## config.mk

```make
export PLATFORM = sky130hd
export DESIGN_NAME = symbol_round_ctrl_flat
export DESIGN_NICKNAME = d
export VERILOG_FILES = /design/src/rtl/symbol_round_ctrl_if.sv /design/src/rtl/symbol_round_ctrl.sv /design/src/flat_wrapper.sv
export SDC_FILE = /design/constraint.sdc
export NUM_CORES = 1
export LEC_CHECK = 0
export CORE_MARGIN = 2
export CORE_UTILIZATION = 40
export DETAILED_ROUTE_END_ITERATION = 16
export GPL_TIMING_DRIVEN = 0
export PLACE_DENSITY = 0.73
export SETUP_SLACK_MARGIN = 0.5
export SYNTH_ARGS = -nofsm -noshare
export SYNTH_HDL_FRONTEND = slang
export SYNTH_SLANG_ARGS = --single-unit
```

## constraint.sdc

```tcl
create_clock -name Clk100M -period 3.9 [get_ports Clk100M]
set_clock_uncertainty 0.15 [all_clocks]
set_input_delay 0.39 -clock Clk100M [delete_from_list [all_inputs] [get_ports Clk100M]]
set_output_delay 0.39 -clock Clk100M [all_outputs]
set_load 0.01 [all_outputs]
```

## src/rtl/symbol_round_ctrl_if.sv

```systemverilog
// rtl/symbol_round_ctrl_if.sv - answer-period handshake between the round controller and the answer block
interface symbol_round_ctrl_if;
   logic       answerSig;
   logic       postSig;
   logic [7:0] userCount;

   modport master (output answerSig, input postSig, input userCount);
   modport slave  (input answerSig, output postSig, output userCount);
endinterface

```

## src/rtl/symbol_round_ctrl.sv

```systemverilog
// rtl/symbol_round_ctrl.sv - game-round controller: target pick, LFSR symbol stream, answer handshake, scoring
module symbol_round_ctrl #(
   parameter int          SYMS_PER_ROUND = 8,
   parameter int          NUM_ROUNDS     = 4,
   parameter int          POST_TIMEOUT   = 10,
   parameter logic [15:0] LFSR_SEED      = 16'hACE1
) (
   input  logic                       Clk100M,
   input  logic                       rstN,
   input  logic                       tick1Hz,
   input  logic                       start,
   symbol_round_ctrl_if.master        ans,
   output logic [1:0]                 symbolOut,
   output logic                       symbolValid,
   output logic [1:0]                 targetSym,
   output logic [7:0]                 trueCount,
   output logic [3:0]                 score,
   output logic [3:0]                 roundNum,
   output logic                       lastCorrect,
   output logic                       gameOver
);

   localparam int          WW         = $clog2(POST_TIMEOUT + 1);
   localparam logic [7:0]  SYMS_LIM   = 8'(SYMS_PER_ROUND);
   localparam logic [3:0]  ROUNDS_LIM = 4'(NUM_ROUNDS);
   localparam logic [WW-1:0] POST_LIM = WW'(POST_TIMEOUT);

   typedef enum logic [2:0] {
      S_IDLE, S_ARM, S_SHOW, S_ASK, S_WAIT, S_SCORE, S_DONE
   } state_t;

   state_t        state, stateNext;
   logic [15:0]   lfsr;
   logic [15:0]   lfsrNext;
   logic [1:0]    sym;
   logic [7:0]    symCnt;
   logic [WW-1:0] waitCnt;
   logic [WW-1:0] waitInc;
   logic          hit;
   logic          showDone;
   logic          waitExpired;

   // Fibonacci taps 16,14,13,11; the displayed symbol is taken before the shift.
   assign lfsrNext    = {lfsr[14:0], lfsr[15] ^ lfsr[13] ^ lfsr[12] ^ lfsr[10]};
   assign sym         = lfsr[1:0];
   assign waitInc     = waitCnt + 1'b1;
   assign showDone    = (symCnt >= SYMS_LIM);
   assign waitExpired = tick1Hz && (waitInc == POST_LIM);

   always_ff @(posedge Clk100M or negedge rstN) begin
      if (!rstN) state <= S_IDLE;
      else       state <= stateNext;
   end

   always_comb begin
      stateNext = state;
      case (state)
         S_IDLE:  if (start) stateNext = S_ARM;
         S_ARM:   stateNext = S_SHOW;
         S_SHOW:  if (tick1Hz && showDone) stateNext = S_ASK;
         S_ASK:   stateNext = S_WAIT;
         S_WAIT:  if (ans.postSig || waitExpired) stateNext = S_SCORE;
         S_SCORE: stateNext = (roundNum == ROUNDS_LIM) ? S_DONE : S_ARM;
         S_DONE:  if (start) stateNext = S_ARM;
         default: stateNext = S_IDLE;
      endcase
   end

   always_ff @(posedge Clk100M or negedge rstN) begin
      if (!rstN) begin
         lfsr          <= LFSR_SEED;
         symCnt        <= '0;
         waitCnt       <= '0;
         hit           <= 1'b0;
         ans.answerSig <= 1'b0;
         symbolOut     <= '0;
         symbolValid   <= 1'b0;
         targetSym     <= '0;
         trueCount     <= '0;
         score         <= '0;
         roundNum      <= '0;
         lastCorrect   <= 1'b0;
         gameOver      <= 1'b0;
      end else begin
         // Decoding the next state keeps both strobes aligned exactly to their state.
         ans.answerSig <= (stateNext == S_ASK);
         gameOver      <= (stateNext == S_DONE);
         case (state)
            S_ARM: begin
               targetSym <= sym;
               lfsr      <= lfsrNext;
               trueCount <= '0;
               symCnt    <= '0;
               roundNum  <= roundNum + 4'd1;
            end
            S_SHOW: begin
               if (tick1Hz) begin
                  if (!showDone) begin
                     symbolOut   <= sym;
                     symbolValid <= 1'b1;
                     lfsr        <= lfsrNext;
                     symCnt      <= symCnt + 8'd1;
                     if (sym == targetSym) trueCount <= trueCount + 8'd1;
                  end else begin
                     symbolValid <= 1'b0;
                  end
               end
            end
            S_ASK: waitCnt <= '0;
            S_WAIT: begin
               // A postSig arriving with the final tick still counts as an answer.
               if (ans.postSig) begin
                  hit <= (ans.userCount == trueCount);
               end else if (tick1Hz) begin
                  waitCnt <= waitInc;
                  if (waitInc == POST_LIM) hit <= 1'b0;
               end
            end
            S_SCORE: begin
               lastCorrect <= hit;
               if (hit && (score != 4'hF)) score <= score + 4'd1;
            end
            S_DONE: begin
               if (start) begin
                  score       <= '0;
                  roundNum    <= '0;
                  lastCorrect <= 1'b0;
               end
            end
            default: ;
         endcase
      end
   end

endmodule

```

## src/flat_wrapper.sv

```systemverilog
// flat-port wrapper written by rule: the top's interface ports become plain ports
module symbol_round_ctrl_flat 
#(
   parameter int          SYMS_PER_ROUND = 8,
   parameter int          NUM_ROUNDS     = 4,
   parameter int          POST_TIMEOUT   = 10,
   parameter logic [15:0] LFSR_SEED      = 16'hACE1
)
  (Clk100M, rstN, tick1Hz, start, symbolOut, symbolValid, targetSym, trueCount, score, roundNum, lastCorrect, gameOver, ans_answerSig, ans_postSig, ans_userCount);
  symbol_round_ctrl_if ans_i ();
  input  logic Clk100M;
  input  logic rstN;
  input  logic tick1Hz;
  input  logic start;
  output logic [1:0] symbolOut;
  output logic symbolValid;
  output logic [1:0] targetSym;
  output logic [7:0] trueCount;
  output logic [3:0] score;
  output logic [3:0] roundNum;
  output logic lastCorrect;
  output logic gameOver;
  output wire logic [$bits(ans_i.answerSig)-1:0] ans_answerSig;
  input wire logic [$bits(ans_i.postSig)-1:0] ans_postSig;
  input wire logic [$bits(ans_i.userCount)-1:0] ans_userCount;
  assign ans_answerSig = ans_i.answerSig;
  assign ans_i.postSig = ans_postSig;
  assign ans_i.userCount = ans_userCount;
  symbol_round_ctrl #(.SYMS_PER_ROUND(SYMS_PER_ROUND), .NUM_ROUNDS(NUM_ROUNDS), .POST_TIMEOUT(POST_TIMEOUT), .LFSR_SEED(LFSR_SEED)) u_core (.Clk100M(Clk100M), .rstN(rstN), .tick1Hz(tick1Hz), .start(start), .ans(ans_i), .symbolOut(symbolOut), .symbolValid(symbolValid), .targetSym(targetSym), .trueCount(trueCount), .score(score), .roundNum(roundNum), .lastCorrect(lastCorrect), .gameOver(gameOver));
endmodule
```

==> qor.yml <==
outcome:
  status: "completed"
synthesis:
  syn-num-nets: 271
  ys_seq_area_share_pct: 51.8
  async_flop_share_pct: 100
  synthDistinctLibCells: 46
  synth_edf_count: 0
  yosys_warnings: 0
  synth_top_area_share_pct: 44.1
  ys_ff_latch: 56
  yosysTopAreaCell: "dfrtp_1"
  synth-main-ff-cell: "dfrtp_1"
  synth.avg_cell_area_um2: 10.9
  syn_area_mm2: 0.00272
  synthCells: 250
  synth.area.top_cells: "dfrtp_1, dfstp_2, mux2_2"
cts:
  clock-sinks: 56
  clk_latency_ns: 0.31
  root_buffer: "clkbuf_8"
  cts.clk_slew.worst_paths_ns: 0.10
  cts_made_buffers: 5
  cts_tree: "yes"
  cts_buffer_depth: 2
  h-tree-depth: 2
  cts_setup_buffers: 0
final_layout:
  n_antenna_cell: 0
  mostFrequentLayoutCells: "dfrtp_1, clkdlybuf4s50_1, nand2_1"
  mostFrequentLayoutCell: "dfrtp_1"
  layout-drive-gt1-share_pct: 14.2
  finalNetCount: 316
  synthToLayoutAreaGrowth_pct: 21.1
placed_design:
  dp.final_hpwl_mm: 3.74
  portBuffers: 36
  routabilityCongestion: 0.754
  pre_cts_ws_ns: 1.08
sta:
  fin_tns_setup_ns: 0
  fmax_mhz: 391
  rsz0062_at_grt: "false"
  slew-limit-headroom_pct: 47.2
  worst_slew_pin_slew_ns: 0.787
  drv_slew: 0
  hold_violations: 0
  finalSetupViolCount: 0
  period_minus_slack_ns: 2.56
  min_period_over_period_pct: 65.6
  worst_slack_ns: 1.34
pwr:
  leakage_uw: 0.00138
  ir_drop_uv: 373
  p_per_area_mw_per_mm2: 641
  finalPower_uw: 2110
detailed_routing:
  ant_nets: 0
  wl_met3_um: 174
  vias: 1985
  via_per_inst: 5.28
  drtIter0Drc: 93
  wl_met2_mm: 2.60
  drt-wirelength-per-cell_um: 13.8
  topRoutingLayerUsed: "met4"
  wl_met1_mm: 2.39
  drc: 0
  drt-pass1-iter-count: 4
  routed_wl_mm: 5.20
worst_setup_path:
  r2r_end: "u_core.lfsr[12]$_DFFE_PN0P_"
  cp.required_ns: 3.95
  arrival_ns: 2.61
  rrSetupSlack_ns: 1.34
  crit_type: "in -> reg"
  crit_path_max_fanout: 10
  end_kind: "register"
  timing.rr.start: "u_core.symCnt[6]$_DFFE_PN0P_"
  crit_path_start_kind: "primary input"
  rr_worst_depth: 4
min_path:
  hold_depth: 2
  hp-start: "u_core.symbolOut[0]$_DFFE_PN0P_"
  min_path_type: "reg -> reg"
  hold_end: "u_core.symbolOut[0]$_DFFE_PN0P_"
global_route:
  antenna_found_initial: 0
  grt_use_total_pct: 14.8
  grt_max_degree: 30
  grt_pass1_vias: 1933
  overflow: 0
  grt_pass1_wl_mm: 8.88
floorplan:
  die_h_um: 86.5
  die_area_mm2: 0.00749
  start_util_pct: 40.8
  die_w_um: 86.5
  core.rowCount: 30
  ioPinCount: 37
  core_mm2: 0.00668
run:
  maxCapViolations: 0
## registers in the layout, indices dropped and copies added, names as in the netlist
name / count
u_core.ans.answerSig: 1
u_core.gameOver: 1
u_core.hit: 1
u_core.lastCorrect: 1
u_core.lfsr: 16
u_core.roundNum: 4
u_core.score: 4
u_core.state: 3
u_core.symCnt: 8
u_core.symbolOut: 2
u_core.symbolValid: 1
u_core.targetSym: 2
u_core.trueCount: 8
u_core.waitCnt: 4
## through the flow
stage | util [%] | instance area, um2 | std cells | hold slack (ns)
floorplan | - | 2720 | 250 | -0.0556
global placement | 47.7 | 3180 | 366 | 0.319
detailed placement | 47.9 | 3200 | 367 | 0.302
CTS | 49.4 | 3300 | 376 | 0.352
global route | 49.4 | 3300 | 376 | 0.374
finish | 49.4 | 3300 | 376 | 0.342
## cells by family (layout without fill, tap and decap cells)
| group | after synthesis | after routing | share of synthesized area (%) |
|---|---|---|---|
| buf+inv | 17 | 63 | 2.76 |
| mux | 20 | 20 | 8.08 |
| flops | 56 | 56 | 51.8 |
| xor+xnor | 18 | 18 | 5.79 |
| compound gates | 40 | 40 | 9.60 |
| simple gates | 91 | 91 | 18.3 |
| fa+ha+maj | 8 | 8 | 3.67 |
## per-layer routing
metal | track usage [%] | vias up
met1 | 19.6 | 970
met2 | 24.8 | 34
li1 | - | 976
met4 | 3.98 | 0
met5 | 0 | -
met3 | 3.24 | 5
## repair_timing
item,4_1_cts,5_1_grt
hold endpoints to repair,23,0
hold buffers,1,0
resized for setup,0,0
## final cells by class
type / count / area (um2)
Fill cell: 629 / 3380
Sequential cell: 56 / 1410
Multi-Input combinational cell: 177 / 1240
Timing Repair Buffer: 38 / 385
Tap cell: 80 / 100
Clock buffer: 5 / 68.8
Buffer: 9 / 45.0
Inverter: 8 / 30.0
Clock inverter: 3 / 21.3
## cells in the mapped netlist (2+ instances only)
master	count
mux2_2	16
or3b_2	2
dfrtp_1	48
nand3b_1	2
nand4_1	4
or4_1	6
a41oi_1	2
o21ai_0	10
inv_1	8
and2_1	4
ha_1	8
dfstp_2	8
nor3_1	3
xnor2_1	11
o31ai_1	7
a31oi_1	2
clkbuf_1	7
nand2_1	28
nor2b_1	4
xor2_1	7
mux2i_1	4
nor3b_1	4
a21o_1	2
a21oi_1	10
nand3_1	9
nor2_1	12
nand2b_1	3
## how the worst max path moves through the flow
| stage | endpoint | slack (ns) | start | depth (start not counted) |
|---|---|---|---|---|
| 4_1_cts | u_core.lfsr[14]$_DFFE_PN0P_ | 1.34 | u_core.symCnt[6]$_DFFE_PN0P_ | 4 |
| 5_1_grt | u_core.lfsr[12]$_DFFE_PN0P_ | 1.25 | u_core.symCnt[6]$_DFFE_PN0P_ | 4 |
| 3_5_place_dp | u_core.lfsr[9]$_DFFE_PN0P_ | 1.08 | tick1Hz | 5 |
| 3_3_place_gp | u_core.waitCnt[0]$_DFFE_PN0P_ | 0.61 | rstN | 1 |
| 2_1_floorplan | u_core.lfsr[12]$_DFFE_PN0P_ | 1.58 | u_core.symCnt[6]$_DFFE_PN0P_ | 4 |
| 6_report | u_core.lfsr[12]$_DFFE_PN0P_ | 1.34 | tick1Hz | 5 |
## worst max-delay path: stages
cell and delay, ns:
clkdlybuf4s50_1 0.53, nand4bb_1 0.30, o31ai_2 0.74, buf_4 0.31, mux2_2 0.35
## power breakdown
| part | leakage, uW | total, uW | switching (uW) | internal (uW) |
|---|---|---|---|---|
| combinational | 0.000624 | 839 | 406 | 433 |
| clock | 0.0000445 | 321 | 193 | 128 |
| sequential | 0.000716 | 955 | 169 | 786 |
(Power assumes the default switching activity.)
